`config.mk`:
```
export PLATFORM = sky130hd
export DESIGN_NAME = prog_loader
export DESIGN_NICKNAME = d
export VERILOG_FILES = /design/src/rtl/prog_loader.sv
export SDC_FILE = /design/constraint.sdc
export NUM_CORES = 1
export LEC_CHECK = 0
export CAP_MARGIN = 25
export CORE_UTILIZATION = 54
export CTS_BUF_LIST = sky130_fd_sc_hd__clkbuf_8
export CTS_CLUSTER_SIZE = 14
export DETAILED_ROUTE_END_ITERATION = 16
export PLACE_DENSITY_LB_ADDON = 0.08
export SYNTH_ARGS = -nofsm -noshare
export SYNTH_HDL_FRONTEND = slang
export SYNTH_SLANG_ARGS = --single-unit
```
`constraint.sdc`:
```
create_clock -name clk -period 2.6 [get_ports clk]
set_input_delay 0.26 -clock clk [delete_from_list [all_inputs] [get_ports clk]]
set_output_delay 0.26 -clock clk [all_outputs]
set_load 0.05 [all_outputs]
```
`src/rtl/prog_loader.sv`:
```
// Purpose : boot loader that takes a host byte stream (count, then LO/HI byte
//           pairs per instruction) and writes the words into instruction memory,
//           then releases the core. Optional macro: LOADER_CHECKSUM_EN adds a
//           trailing checksum byte that must match the 8-bit sum of all LO/HI bytes.
// Latency : one imem write per accepted HI byte, one cycle after it; core_run
//           rises the cycle after the last write (or after the checksum byte).
// Backpressure: in_ready is low during WRITE, RUN and ERR; a host that holds
//           in_valid low stalls the loader with no state change.
// Ports   : clk, reset (async active-low), in_data/in_valid/in_ready (byte
//           stream), reload, imem_we/imem_addr/imem_wdata (memory write port),
//           core_run, error (sticky), loaded_count.
module prog_loader #(
    parameter int AW = 8,
    parameter int IW = 9
) (
    input  logic          clk,
    input  logic          reset,
    input  logic [7:0]    in_data,
    input  logic          in_valid,
    output logic          in_ready,
    input  logic          reload,
    output logic          imem_we,
    output logic [AW-1:0] imem_addr,
    output logic [IW-1:0] imem_wdata,
    output logic          core_run,
    output logic          error,
    output logic [AW:0]   loaded_count
);

    typedef enum logic [2:0] {
        S_COUNT = 3'd0,
        S_LO    = 3'd1,
        S_HI    = 3'd2,
        S_WRITE = 3'd3,
`ifdef LOADER_CHECKSUM_EN
        S_CHK   = 3'd6,
`endif
        S_RUN   = 3'd4,
        S_ERR   = 3'd5
    } state_t;

    localparam logic [AW:0] MAX_N = {1'b1, {AW{1'b0}}};

    state_t        state_q, state_d;
    logic [AW:0]   n_q, n_d;
    logic [AW:0]   index_q, index_d;
    logic [7:0]    lo_q, lo_d;
    logic [AW-1:0] addr_q, addr_d;
    logic [IW-1:0] wdata_q, wdata_d;
    logic [AW:0]   cnt_q, cnt_d;
    logic          in_ready_q, in_ready_d;
    logic          we_q, we_d;
    logic          run_q, run_d;
    logic          err_q, err_d;
`ifdef LOADER_CHECKSUM_EN
    logic [7:0]    sum_q, sum_d;
`endif

    logic          take;
    logic [8:0]    count_raw;
    logic [AW:0]   count_n;
    logic [AW:0]   index_inc;
    logic          hi_bad;
    logic [IW-1:0] word;

    assign take      = in_valid && in_ready_q;
    // A count byte of zero stands for 256 instructions.
    assign count_raw = (in_data == 8'd0) ? 9'd256 : {1'b0, in_data};
    // Never ask for more words than the memory can hold.
    assign count_n   = (32'(count_raw) > 32'(MAX_N)) ? MAX_N : (AW+1)'(count_raw);
    assign index_inc = index_q + (AW+1)'(1);
    // Any HI-byte bit above the instruction width marks a malformed stream.
    assign hi_bad    = |(in_data >> (IW - 8));
    assign word      = IW'({in_data, lo_q});

    always_comb begin
        state_d = state_q;
        n_d     = n_q;
        index_d = index_q;
        lo_d    = lo_q;
        addr_d  = addr_q;
        wdata_d = wdata_q;
        cnt_d   = cnt_q;
`ifdef LOADER_CHECKSUM_EN
        sum_d   = sum_q;
`endif
        case (state_q)
            S_COUNT: begin
                if (take) begin
                    n_d     = count_n;
                    state_d = S_LO;
                end
            end
            S_LO: begin
                if (take) begin
                    lo_d    = in_data;
`ifdef LOADER_CHECKSUM_EN
                    sum_d   = sum_q + in_data;
`endif
                    state_d = S_HI;
                end
            end
            S_HI: begin
                if (take) begin
`ifdef LOADER_CHECKSUM_EN
                    sum_d = sum_q + in_data;
`endif
                    if (hi_bad) begin
                        state_d = S_ERR;
                    end else begin
                        addr_d  = index_q[AW-1:0];
                        wdata_d = word;
                        state_d = S_WRITE;
                    end
                end
            end
            S_WRITE: begin
                index_d = index_inc;
                cnt_d   = index_inc;
                if (index_inc < n_q) begin
                    state_d = S_LO;
                end else begin
`ifdef LOADER_CHECKSUM_EN
                    state_d = S_CHK;
`else
                    state_d = S_RUN;
`endif
                end
            end
`ifdef LOADER_CHECKSUM_EN
            S_CHK: begin
                if (take) begin
                    state_d = (in_data == sum_q) ? S_RUN : S_ERR;
                end
            end
`endif
            S_RUN, S_ERR: begin
                if (reload) begin
                    state_d = S_COUNT;
                    index_d = '0;
                    cnt_d   = '0;
`ifdef LOADER_CHECKSUM_EN
                    sum_d   = '0;
`endif
                end
            end
            default: begin
                state_d = S_COUNT;
            end
        endcase

        // Output flags are a function of the next state and are registered,
        // so they line up with the state they describe.
        in_ready_d = (state_d == S_COUNT) || (state_d == S_LO) || (state_d == S_HI);
`ifdef LOADER_CHECKSUM_EN
        if (state_d == S_CHK) begin
            in_ready_d = 1'b1;
        end
`endif
        we_d  = (state_d == S_WRITE);
        run_d = (state_d == S_RUN);
        err_d = (state_d == S_ERR);
    end

    always_ff @(posedge clk or negedge reset) begin
        if (!reset) begin
            state_q    <= S_COUNT;
            n_q        <= '0;
            index_q    <= '0;
            lo_q       <= '0;
            addr_q     <= '0;
            wdata_q    <= '0;
            cnt_q      <= '0;
            in_ready_q <= 1'b0;
            we_q       <= 1'b0;
            run_q      <= 1'b0;
            err_q      <= 1'b0;
`ifdef LOADER_CHECKSUM_EN
            sum_q      <= '0;
`endif
        end else begin
            state_q    <= state_d;
            n_q        <= n_d;
            index_q    <= index_d;
            lo_q       <= lo_d;
            addr_q     <= addr_d;
            wdata_q    <= wdata_d;
            cnt_q      <= cnt_d;
            in_ready_q <= in_ready_d;
            we_q       <= we_d;
            run_q      <= run_d;
            err_q      <= err_d;
`ifdef LOADER_CHECKSUM_EN
            sum_q      <= sum_d;
`endif
        end
    end

    assign in_ready     = in_ready_q;
    assign imem_we      = we_q;
    assign imem_addr    = addr_q;
    assign imem_wdata   = wdata_q;
    assign core_run     = run_q;
    assign error        = err_q;
    assign loaded_count = cnt_q;

endmodule

```
==> results of run 1 <==
[routing by layer]
metal | track usage [%] | vias up | routed length [um]
met2 | 37.1 | 46 | 2200
met5 | 0 | - | 0
met4 | 9.04 | 0 | 48
li1 | - | 769 | -
met1 | 28.5 | 801 | 2000
met3 | 5.07 | 5 | 180
[cells by family after synthesis]
group	synth area share, %
xor+xnor	2.66
fa+ha+maj	4.89
buf+inv	2.99
simple gates	12.1
flops	54.3
compound gates	9.07
mux	14.0
[per-stage QoR]
stage,setup slack [ns],power [mW],cell area (um2),utilization (%)
2_1_floorplan,0.0334,1.74,2300,-
3_3_place_gp,0.186,2.00,2800,69.0
3_5_place_dp,0.146,2.05,2800,69.0
4_1_cts,0.129,2.58,2920,71.9
5_1_grt,0.0306,2.73,2920,71.9
6_report,0.205,2.56,2920,71.9
[timing repair]
item | 4_1_cts | 5_1_grt
hold buffers | 1 | 0
endpoints found under the setup margin | 0 | 3
endpoints found under the hold margin | 20 | 0
gates resized for setup | 0 | 1
[registers in the layout, summed over array words and instances (netlist names)]
name / flops
core_run: 1
error: 1
imem_addr: 8
imem_wdata: 9
imem_we: 1
in_ready: 1
lo_q: 8
loaded_count: 9
n_q: 9
state_q: 3
[layout by cell type (no fill, tap or decap), drive strengths merged, types with 2 or more instances in the layout]
cell | Yosys | final
ha | 9 | 9
nor3 | 2 | 2
o21ai | 13 | 13
inv | 10 | 12
nand3 | 5 | 5
nand2 | 21 | 21
clkbuf | 4 | 5
dfrtp | 50 | 50
mux2 | 26 | 26
nor2 | 10 | 10
xnor2 | 4 | 4
buf | 2 | 9
a22o | 6 | 6
a21oi | 4 | 4
xor2 | 3 | 3
and2 | 2 | 2
and3 | 5 | 5
clkdlybuf4s50 | 0 | 40
[how the worst max path moves through the flow]
stage	slack, ns	start	cells past startpoint	to
2_1_floorplan	0.03	loaded_count[1]	8	in_ready
3_3_place_gp	0.19	loaded_count[0]	8	in_ready
3_5_place_dp	0.15	loaded_count[0]	10	core_run
4_1_cts	0.13	loaded_count[0]	10	core_run
5_1_grt	0.03	loaded_count[1]	10	in_ready
6_report	0.21	loaded_count[0]	10	core_run
[power by group]
group | internal, mW | leakage [nW] | switching [mW]
Combinational | 0.400 | 0.684 | 0.553
Clock | 0.280 | 0.0607 | 0.245
Sequential | 0.967 | 0.656 | 0.115
Total | 1.65 | 1.40 | 0.913
[final cells by class]
cell class,instances,share of cell area (%)
multi-input cells,125,33.7
well taps,50,2.14
repair buffers,50,16.3
flip-flops and latches,50,42.9
clock buffers,5,2.36
clock inverters,3,1.29
inverters,10,1.29
[worst max-delay path, stage by stage (launching register included)]
cell      delay (ns)
dfrtp_2         0.38
ha_1            0.20
and3_1          0.26
nand3_1         0.12
xnor2_1         0.24
ha_1            0.29
nand2_1         0.10
nor2_1          0.05
a211oi_1        0.24
o311ai_1        0.21
and3_1          0.19
==> results by group, run 1 <==
Drt
  • Routed len/inst: around 15 um
  • Initial DRC count: 85
  • # DRC: 0
  • Routed Antenna Nets: 0
  • Drt pass-1 iters: 4
  • Routed vias/inst: 5.53
  • Via count: 1621
  • Drt total wl: 4430 um

Placement
  • Placer's final routability congestion estimate: ~0.82
  • Dpl cells: 284
  • Post-DP HPWL: 3280 um
  • PortBufs: 41

Floorplanning
  • Row count: 23
  • Die height: 67.3 um
  • I/O pins: 42
  • Core area: 0.00406 mm2
  • Die span in x: 67.3 um
  • Starting Density: 56.8%
  • Die area: 0.00453 mm2

STA
  • Worst clock skew: 0.00835 ns
  • Final hold vios: 0
  • Unrepaired setup endpoints after global routing: false
  • Fmax: around 420 MHz
  • Slew headroom: 53.2%
  • Final setup TNS: 0 ns
  • Slew @ Worst Pin: between 0.6 and 0.7 ns
  • Final setup viols: 0
  • Slew Limit Fails: 0
  • Tmin final: 2.39 ns
  • Fin crit share: between 90% and 100%
  • Final hold slack: 0.430 ns

Critical path
  • Crit-path max FO: 4
  • Flop2flop setup slack: 0.21 ns
  • R2r endpoint: core_run
  • Critical Path RT: 2.80 ns
  • Critical Path Source Type: register
  • Kind of critical path: reg2reg
  • RR Startpoint: loaded_count[0]
  • CP arrival: 2.59 ns
  • Worst reg2reg path depth: 10
  • Element type at the critical path end: register

Global routing
  • Tot GR Track Use: a little under a quarter
  • First-pass GRT wire length: 7420 um
  • Overflow after GRT: 0
  • Vias in the first global route: 1585
  • Antenna violations before repair: 0
  • Largest net degree at the start of global routing: 31

Layout
  • Layout Cells excl Fill: roughly 300
  • Diode count: 0
  • FF/Latch Area: 0.00125 mm2
  • FILL cells: 284
  • Share of layout cells above drive strength 1: around a fifth
  • Multi-input gate area: 983 um2
  • Nets@finish: between 200 and 300
  • P&R area growth vs syn: 26.7%

Yosys
  • Synth top cells by count: 50 x dfrtp_1, 21 x nand2_1, 18 x mux2_2
  • Mapped Area: 0.00230 mm2
  • Avg Cell Area, Syn: approximately 12 um2
  • Area share of the largest cell type after synthesis: 54.3%
  • Gate Count Post-Synth: 191
  • Syn nets: 212
  • EDFF count, synth: 0
  • Register area share after synthesis: 54.3%
  • Cell accounting for the most synthesized area: dfrtp_1
  • FF+latch count, synth: 50
  • Top cells by area, synth: dfrtp_1 54%, mux2_2 8.8%, mux2_4 5.2%, ha_1 4.9%, nand2_1 3.4%
  • Post-synth cell types: 36
  • YS warnings: 0
  • Main synth FF type: dfrtp_1
  • Most numerous cell in the Yosys netlist: dfrtp_1
  • Ys async rst share: 100%

Clocking
  • CTS buffer count: 5
  • Clk Latency, worst-skew pair: 0.30 ns
  • Clk root buf: clkbuf_8
  • Clock Path Buffers: 2
  • Clk pin slew, worst setup/hold paths: around 0.090 ns
  • Post-CTS setup buffer count: 0
  • CTS tree: done
  • H-tree Lvls: 2
  • Clock Sinks: 50

Job
  • Maxcap violations: 0

Worst hold path
  • Hold/Removal Path Class: in2async

Status
  • Status: completed

Power
  • Pwr/cell area: about 880 mW/mm2
  • Peak supply drop: 0.493 mV
  • P_leak: 1.40 nW
No activity file was read; power rests on OpenSTA's default activity.
==> run 2, diff against run 1 <==
- CORE_ASPECT_RATIO: unset -> 0.9
==> run 2 against run 1 <==
  * Worst setup slack improved by 0.044 ns
  * Core utilization decreased by 0.72 points
  * First-iteration DRC count decreased by 1.2%
  * Sequential cell count unchanged
  * Critical path type unchanged
  * Highest routed layer unchanged
==> results by group, run 2 (synthesis results as in run 1) <==
Layout
  • Finished Cell Area: 0.00290 mm2
  • Most common cell after layout, fill and taps aside: dfrtp_1
  • FF/Latch Area: 0.00125 mm2
  • Nets@finish: 261
  • FILL cells: 320
  • P&R area growth vs syn: 25.9%
  • Commonest cells after routing, fill and taps aside: 49 x dfrtp_1, 40 x clkdlybuf4s50_1, 21 x nand2_1, 18 x mux2_2, 13 x o21ai_0
  • Diode count: 0
  • Share of layout cells above drive strength 1: 19.5%
  • Multi-input gate area: 983 um2

STA
  • Fmax: 425 MHz
  • Worst clock skew: about 0.0093 ns
  • Final hold slack: about 0.45 ns
  • Unrepaired setup endpoints after global routing: false
  • Slew @ Worst Pin: 0.780 ns
  • Fin crit share: roughly nine tenths
  • Slew headroom: approximately 48%
  • Slew Limit Fails: 0
  • Final setup TNS: 0 ns
  • Final hold vios: 0
  • Final setup viols: 0
  • Worst Slack Setup Final: 0.249 ns
  • Tmin final: 2.35 ns

Placement
  • PortBufs: 41
  • Placer's final routability congestion estimate: 0.739
  • Area after DPL: 0.00278 mm2
  • Post-DP HPWL: 3320 um
  • Dpl ws: 0.123 ns

Critical path
  • Crit path cell chain: and3_1 -> and3_1 -> nand3_1 -> xnor2_1 -> ha_1 -> nand2_1 -> nor2_1 -> a211oi_1 -> o311ai_1 -> and3_1
  • Critical Path Source Type: register
  • Kind of critical path: reg2reg
  • Critical Path Most Common Cell: and3_1
  • CP arrival: 2.55 ns
  • Element type at the critical path end: register
  • Critical Path RT: 2.80 ns
  • Crit-path max FO: 6
  • CP max stage delay: 0.47 ns
  • Highest-delay cell along the critical path: dfrtp_1

Job
  • Maxcap violations: 0

Drt
  • Via count: 1626
  • Drt total wl: 4560 um
  • Routed len/inst: 15.8 um
  • Drt pass-1 iters: 6
  • Routed Antenna Nets: 0
  • Routed vias/inst: around 5.6
  • # DRC: 0
  • Initial DRC count: 84

Clocking
  • Clock Path Buffers: 2
  • CTS buffer count: 5
  • H-tree Lvls: 2
  • CTS tree: done
  • Clock Sinks: 50
  • Post-CTS setup buffer count: 0
  • Clk pin slew, worst setup/hold paths: 0.09 ns
  • Clk root buf: clkbuf_8
  • Clk Latency, worst-skew pair: 0.30 ns

Floorplanning
  • Die height: 64.0 um
  • Starting Density: 56.5%
  • I/O pins: 42
  • Die span in x: 70.8 um
  • Row count: 22
  • Core area: 0.00407 mm2
  • Die area: 0.00453 mm2

Global routing
  • Largest net degree at the start of global routing: 28
  • Vias in the first global route: about 1600
  • Antenna violations before repair: 0
  • Overflow after GRT: 0
  • Tot GR Track Use: 22.6%
  • First-pass GRT wire length: 7730 um

Power
  • Combinational power share: around 37%
  • Sw frac: between 30% and 40%
  • Pint: between 1.5 and 2 mW
  • Psw: 933 uW
  • P_leak: 1.39 nW
  • Peak supply drop: 0.504 mV
  • Clk pwr share: around a fifth
  • Seq pwr share: 42.3%
  • Pwr/cell area: 889 mW/mm2

Status
  • Status: completed

Worst hold path
  • Hold/Removal Path Class: in2async
## run 2: cell types whose count changed in the layout (fill, tap and decap cells not counted), sizes merged
cell	change
buf	-2
## run 2: what timing repair did
item                                   CTS  global route
endpoints found under the hold margin   23             0
resized for setup                        0             1
setup endpoints to repair                0             3
hold buffers                             1             0
## run 2: layout make-up
type	count	share of cell area (%)
Multi-Input combinational cell	125	33.9
Timing Repair Buffer	48	15.9
Tap cell	48	2.07
Clock buffer	5	2.37
Inverter	10	1.29
Clock inverter	3	1.29
Sequential cell	50	43.2
## run 2: final timing paths
check                                start  cells past startpoint             to  slack [ns]
min                                  reset                      2  imem_wdata[6]        0.45
max reg2reg                loaded_count[3]                     10       core_run        0.25
min reg2reg                  imem_wdata[1]                      1  imem_wdata[1]        0.51
max in group asynchronous            reset                      3         n_q[0]        1.41
min in group clk             imem_wdata[1]                      1  imem_wdata[1]        0.51
max                        loaded_count[3]                     10       core_run        0.25
## run 2: per-layer routing
metal | part of all wire [%] | up-vias | track usage [%]
met5 | 0 | - | 0
met4 | 1.4 | 0 | 7.00
met3 | 2.9 | 8 | 5.36
met2 | 50 | 31 | 38.9
met1 | 46 | 821 | 28.2
li1 | - | 766 | -
## run 2: per-stage QoR
stage | std cells | util (%) | total power, mW
after floorplan | 191 | - | 1.74
after global routing | 289 | 71.2 | 2.74
after detailed placement | 280 | 68.3 | 2.06
final | 289 | 71.2 | 2.58
after global placement | 280 | 68.3 | 2.00
after CTS | 289 | 71.2 | 2.59
## run 2: critical path, delay by kind of cell, from the launching register on
kind                       cells  cell delay, ns
AOI/OAI and AO/OA              2            0.40
DFF                            1            0.47
and+or+nand+nor                6            0.90
adders and majority gates      1            0.27
xor gates and xnor gates       1            0.23
## run 2: power by group through the flow
stage	Sequential, mW	Clock, mW	Combinational (mW)
global route	1.11	0.577	1.05
floorplan	1.21	0	0.528
global placement	1.09	0	0.907
CTS	1.09	0.538	0.964
finish	1.09	0.524	0.965
detailed placement	1.11	0	0.954
